`config.mk`:
```
export PLATFORM = sky130hd
export DESIGN_NAME = hdlc_rx_drain
export DESIGN_NICKNAME = d
export VERILOG_FILES = /design/src/rtl/hdlc_rx_drain.sv
export SDC_FILE = /design/constraint.sdc
export NUM_CORES = 1
export LEC_CHECK = 0
export ABC_AREA = 1
export CORE_ASPECT_RATIO = 2
export CORE_MARGIN = 2
export CORE_UTILIZATION = 40
export CTS_BUF_LIST = sky130_fd_sc_hd__clkbuf_4 sky130_fd_sc_hd__clkbuf_8
export DETAILED_ROUTE_END_ITERATION = 16
export PLACE_DENSITY = 0.77
export SYNTH_ARGS = -nofsm -noshare
export SYNTH_HDL_FRONTEND = slang
export SYNTH_SLANG_ARGS = --single-unit
```
`constraint.sdc`:
```
create_clock -name Clk -period 1.6 [get_ports Clk]
set_input_delay 0.32 -clock Clk [delete_from_list [all_inputs] [get_ports Clk]]
set_output_delay 0.32 -clock Clk [all_outputs]
set_load 0.02 [all_outputs]
```
`src/rtl/hdlc_rx_drain.sv`:
```
// Drains complete frames out of an HDLC controller's receive buffer into a byte stream.
// Optional build macro HDLC_RX_DRAIN_STATS_EN adds saturating frame_cnt/err_cnt outputs.
module hdlc_rx_drain #(
    parameter int MAX_LEN  = 126,
    parameter int POLL_GAP = 4
) (
    input  logic       Clk,
    input  logic       Rst,
    input  logic       Rx_Ready,
    output logic [2:0] Address,
    output logic       WriteEnable,
    output logic       ReadEnable,
    output logic [7:0] DataIn,
    input  logic [7:0] DataOut,
    output logic       m_valid,
    input  logic       m_ready,
    output logic [7:0] m_data,
    output logic       m_last,
    output logic       m_err
`ifdef HDLC_RX_DRAIN_STATS_EN
    ,
    output logic [15:0] frame_cnt,
    output logic [15:0] err_cnt
`endif
);

    localparam logic [2:0] ADDR_SC   = 3'd2;
    localparam logic [2:0] ADDR_BUFF = 3'd3;
    localparam logic [2:0] ADDR_LEN  = 3'd4;
    localparam logic [7:0] DROP_CMD  = 8'h02;
    localparam logic [7:0] LEN_ERR   = 8'hFF;
    localparam logic [8:0] MAX_LEN_W = 9'(MAX_LEN);
    localparam int         GAP_LAST  = (POLL_GAP > 1) ? POLL_GAP - 1 : 0;
    localparam int         GW        = $clog2(GAP_LAST + 2);

    typedef enum logic [2:0] {
        IDLE,
        RD_SC,
        RD_LEN,
        RD_BYTE,
        PUSH,
        ERR_PUSH,
        DROP,
        GAP
    } state_e;

    state_e          state_q, state_d;
    logic            phase_q, phase_d;   // 0: issue read strobe, 1: capture DataOut
    logic [7:0]      data_q,  data_d;
    logic [7:0]      cnt_q,   cnt_d;
    logic [GW-1:0]   gap_q,   gap_d;

    // NOTE: state registers use non-blocking assignments so every flop samples pre-edge values.
    always_ff @(posedge Clk or negedge Rst) begin
        if (!Rst) begin
            state_q <= IDLE;
            phase_q <= 1'b0;
            data_q  <= 8'h00;
            cnt_q   <= 8'h00;
            gap_q   <= '0;
        end else begin
            state_q <= state_d;
            phase_q <= phase_d;
            data_q  <= data_d;
            cnt_q   <= cnt_d;
            gap_q   <= gap_d;
        end
    end

    // NOTE: every signal gets a default before the case so no path can infer a latch.
    always_comb begin
        state_d     = state_q;
        phase_d     = 1'b0;
        data_d      = data_q;
        cnt_d       = cnt_q;
        gap_d       = '0;
        Address     = 3'd0;
        WriteEnable = 1'b0;
        ReadEnable  = 1'b0;
        DataIn      = 8'h00;
        m_valid     = 1'b0;
        m_data      = 8'h00;
        m_last      = 1'b0;
        m_err       = 1'b0;

        case (state_q)
            IDLE: begin
                if (Rx_Ready) state_d = RD_SC;
            end
            RD_SC: begin
                if (!phase_q) begin
                    ReadEnable = 1'b1;
                    Address    = ADDR_SC;
                    phase_d    = 1'b1;
                end else begin
                    data_d  = DataOut;
                    state_d = (|DataOut[4:2]) ? ERR_PUSH : RD_LEN;
                end
            end
            RD_LEN: begin
                if (!phase_q) begin
                    ReadEnable = 1'b1;
                    Address    = ADDR_LEN;
                    phase_d    = 1'b1;
                end else if ((DataOut == 8'h00) || ({1'b0, DataOut} > MAX_LEN_W)) begin
                    data_d  = LEN_ERR;
                    state_d = ERR_PUSH;
                end else begin
                    cnt_d   = DataOut;
                    state_d = RD_BYTE;
                end
            end
            RD_BYTE: begin
                if (!phase_q) begin
                    ReadEnable = 1'b1;
                    Address    = ADDR_BUFF;
                    phase_d    = 1'b1;
                end else begin
                    data_d  = DataOut;
                    state_d = PUSH;
                end
            end
            PUSH: begin
                // Next Rx_Buff read waits for this handshake: one byte in flight.
                m_valid = 1'b1;
                m_data  = data_q;
                m_last  = (cnt_q == 8'd1);
                if (m_ready) begin
                    cnt_d   = cnt_q - 8'd1;
                    state_d = (cnt_q == 8'd1) ? GAP : RD_BYTE;
                end
            end
            ERR_PUSH: begin
                m_valid = 1'b1;
                m_err   = 1'b1;
                m_last  = 1'b1;
                m_data  = data_q;
                if (m_ready) state_d = DROP;
            end
            DROP: begin
                WriteEnable = 1'b1;
                Address     = ADDR_SC;
                DataIn      = DROP_CMD;
                state_d     = GAP;
            end
            GAP: begin
                // Hold off so a Rx_Ready that the HDLC has not yet cleared is not re-sampled.
                if (gap_q == GW'(GAP_LAST)) state_d = IDLE;
                else                        gap_d   = gap_q + GW'(1);
            end
            default: state_d = IDLE;
        endcase
    end

`ifdef HDLC_RX_DRAIN_STATS_EN
    logic        frame_hs, err_hs;
    logic [15:0] frame_cnt_q, frame_cnt_d;
    logic [15:0] err_cnt_q,   err_cnt_d;

    assign frame_hs = (state_q == PUSH) && m_ready && (cnt_q == 8'd1);
    assign err_hs   = (state_q == ERR_PUSH) && m_ready;

    always_comb begin
        frame_cnt_d = frame_cnt_q;
        err_cnt_d   = err_cnt_q;
        if (frame_hs && (frame_cnt_q != 16'hFFFF)) frame_cnt_d = frame_cnt_q + 16'd1;
        if (err_hs   && (err_cnt_q   != 16'hFFFF)) err_cnt_d   = err_cnt_q + 16'd1;
    end

    always_ff @(posedge Clk or negedge Rst) begin
        if (!Rst) begin
            frame_cnt_q <= 16'h0000;
            err_cnt_q   <= 16'h0000;
        end else begin
            frame_cnt_q <= frame_cnt_d;
            err_cnt_q   <= err_cnt_d;
        end
    end

    assign frame_cnt = frame_cnt_q;
    assign err_cnt   = err_cnt_q;
`endif

endmodule

```
==> impl_metrics.csv <==
group,metric,value,unit
grt,grt_pass1_vias,1765,
status,violations,"setup timing",
clock_tree,cts-hold-fix-buffers,0,
worst_setup_path,path_class,"register to primary output",
die,pin_count,36,
placed_design,dp_hpwl,3621,um
grt,grt_pass1_wl,7603,um
sta,hold_violations,0,
logic_synthesis,yosysTopAreaCell,"dfrtp_1",
die,start_util,41.37,%
clock_tree,clk_latency,270,ps
sta,finalCritPeriodShare,102.4,%
grt,grt.total_usage,20.61,%
logic_synthesis,ys_seq_elements,23,
sta,fin_ws,-38.88,ps
pwr,power_leakage,0.001410,uW
die,dieWidth,49.75,um
layout,final_cells,392,
logic_synthesis,synth_warnings,0,
detailed_routing,vias,1846,
worst_setup_path,start_kind,"register",
detailed_routing,antenna_left,0,
clock_tree,cts_tree,"built",
grt,overflow,0,
layout,stdcell_area,0.002504,mm2
clock_tree,cts_buffers,3,
worst_setup_path,end_kind,"primary output",
sta,fmax,0.6102,GHz
pwr,power-per-cell-area,1931,mW/mm2
detailed_routing,wl_per_cell,12.49,um
worst_setup_path,worstPathRequired,1280,ps
clock_tree,ctsHtreeMaxLevel,1,
layout,fillers,387,
pwr,ir_worst_vdd,1412,uV
logic_synthesis,synth_area_per_cell,6.591,um2
layout,drive_gt1_share,37.06,%
job,maxCapViolations,0,
placed_design,port-buffer-count,28,
detailed_routing,route.detailed.drc,0,
worst_setup_path,rr_worst_depth,10,
sta,fin_worst_skew,12.05,ps
grt,grt_max_degree,24,
placed_design,gp_congestion,0.8746,
layout,synthToLayoutAreaGrowth,49.55,%
detailed_routing,wirelength,4897,um
logic_synthesis,seq_area_frac_synth,34.38,%
logic_synthesis,synth_top_area_share,34.38,%
logic_synthesis,synth-async-reset-ratio,100.0,%
detailed_routing,drtIter0Drc,62,
grt,antenna_found_initial,0,
placed_design,post_dp_cell_area,0.002342,mm2
layout,antennaDiodeCount,0,
sta,min_period,1639,ps
die,die_area,0.004750,mm2
logic_synthesis,yosys-top-cells-area,"dfrtp_1, nand2_1, nor2_1",
clock_tree,clk_pin_slew,100,ps
clock_tree,clockRootBuffer,"clkbuf_8",
min_path,hp-class,"input port to async pin",
sta,maxSlewViolCount,0,
worst_setup_path,crit_fanout,4,
logic_synthesis,synth-edff-count,0,
worst_setup_path,r2r-end,"cnt_q[1]$_DFFE_PN0P_",
status,run_status,"finished with violations",
placed_design,post-place-cells,381,
logic_synthesis,syn_inst,254,
die,die_h,95.49,um
die,core,0.004046,mm2
detailed_routing,routed_via_density,4.709,
logic_synthesis,synthFlopType,"dfrtp_1",
worst_setup_path,rrSetupSlack,50,ps
clock_tree,clkSinkCount,23,
worst_setup_path,arrival,1320,ps
detailed_routing,first_pass_iters,4,
pwr,power,4835,uW
clock_tree,cts_buffer_depth,2,
worst_setup_path,rr_startpoint,"state_q[2]$_DFFE_PN0P_",
sta,setup_viol,4,
layout,final_net_count,356,
logic_synthesis,synth_cell_type_count,22,
die,row_count,33,
logic_synthesis,syn_area,0.001674,mm2
sta,rsz0062_at_grt,"yes",
## power by group
group / switching, uW / internal, uW / leakage (uW)
clock: 207 / 177 / 0.0000217
sequential: 195 / 846 / 0.000286
combinational: 1890 / 1520 / 0.00110
## sequential cells by signal, summed over array words and instances, names as in the netlist
name	cells
data_q	8
state_q	3
cnt_q	8
gap_q	3
phase_q	1
## per-stage QoR
step | hold WS (ps) | setup TNS (ps) | utilization [%] | worst slack, ps
3_5_place_dp | 432.3 | -6093 | 57.89 | -249.4
5_1_grt | 421.9 | -1455 | 61.87 | -98.25
3_3_place_gp | 426.7 | -4400 | 57.89 | -202.4
6_report | 405.3 | -81.20 | 61.87 | -38.88
4_1_cts | 414.9 | -42.45 | 58.35 | -22.51
2_1_floorplan | 24.41 | 0 | - | 170.2
## what timing repair did
action	in CTS	in global routing
buffers inserted	3	3
cloned	0	1
setup endpoints to repair	17	34
pin swaps	0	9
gates resized for setup	74	34
## critical path, stage by stage, from the launching register on
cell and delay, ps:
dfrtp_1 440, nand2_2 180, inv_2 60, buf_4 130
clkdlybuf4s15_2 240
## routing by layer
layer	global-route usage (%)	share of wire, %
met1	20.06	34
met2	41.33	59
met3	1.411	3.0
met4	11.11	4.3
met5	0	0
## cell families (layout without fill, tap and decap cells)
group	count (synthesis)	after routing	share of synthesized area (%)
simple gates	154	155	40.21
compound gates	20	20	7.922
other cells	1	7	0.2240
fa+ha+maj	3	3	2.242
buf+inv	53	132	15.02
flops	23	23	34.38
## area by class of cell
class	count	area, um2	area share (%)
clock buffers	3	41.29	1.649
clock inverters	1	7.507	0.2999
inverters	41	153.9	6.147
multi-input cells	185	962.2	38.43
flip-flops and latches	23	576.8	23.04
well taps	52	65.06	2.599
repair buffers	87	696.9	27.84
## cells in the final DEF, fill, tap and decap left out, drive strengths merged
cell type | Yosys | final
clkdlybuf4s50 | 0 | 8
nor3 | 2 | 2
ha | 3 | 3
a21oi | 2 | 2
dlymetal6s2s | 0 | 3
clkdlybuf4s15 | 0 | 1
a31oi | 2 | 2
conb | 1 | 7
buf | 12 | 75
nor2 | 43 | 43
inv | 41 | 41
clkbuf | 0 | 3
dfrtp | 23 | 23
clkinvlp | 0 | 1
nand3 | 16 | 16
nand4 | 4 | 4
o21ai | 16 | 16
nand2 | 89 | 90
## cells in the mapped netlist (2+ instances only)
| master | count |
|---|---|
| nand2_1 | 81 |
| inv_1 | 35 |
| nand4_2 | 2 |
| a31oi_1 | 2 |
| nand4_1 | 2 |
| nor2_1 | 37 |
| ha_1 | 3 |
| o21ai_2 | 8 |
| buf_6 | 2 |
| dfrtp_1 | 23 |
| o21ai_0 | 7 |
| buf_4 | 10 |
| nand2_4 | 2 |
| inv_2 | 6 |
| nor3_1 | 2 |
| a21oi_1 | 2 |
| nand2_2 | 6 |
| nor2_2 | 5 |
| nand3_1 | 16 |
## how the worst max path moves through the flow
stage,from,cells after the start,to
after floorplan,state_q[2]$_DFFE_PN0P_,5,ReadEnable
after global placement,state_q[0]$_DFFE_PN0P_,4,Address[1]
after detailed placement,DataOut[3],10,data_q[7]$_DFFE_PN0P_
after CTS,state_q[0]$_DFFE_PN0P_,5,m_last
after global routing,state_q[2]$_DFFE_PN0P_,6,Address[0]
final,state_q[2]$_DFFE_PN0P_,4,m_valid
No activity file was read; power rests on OpenSTA's default activity.
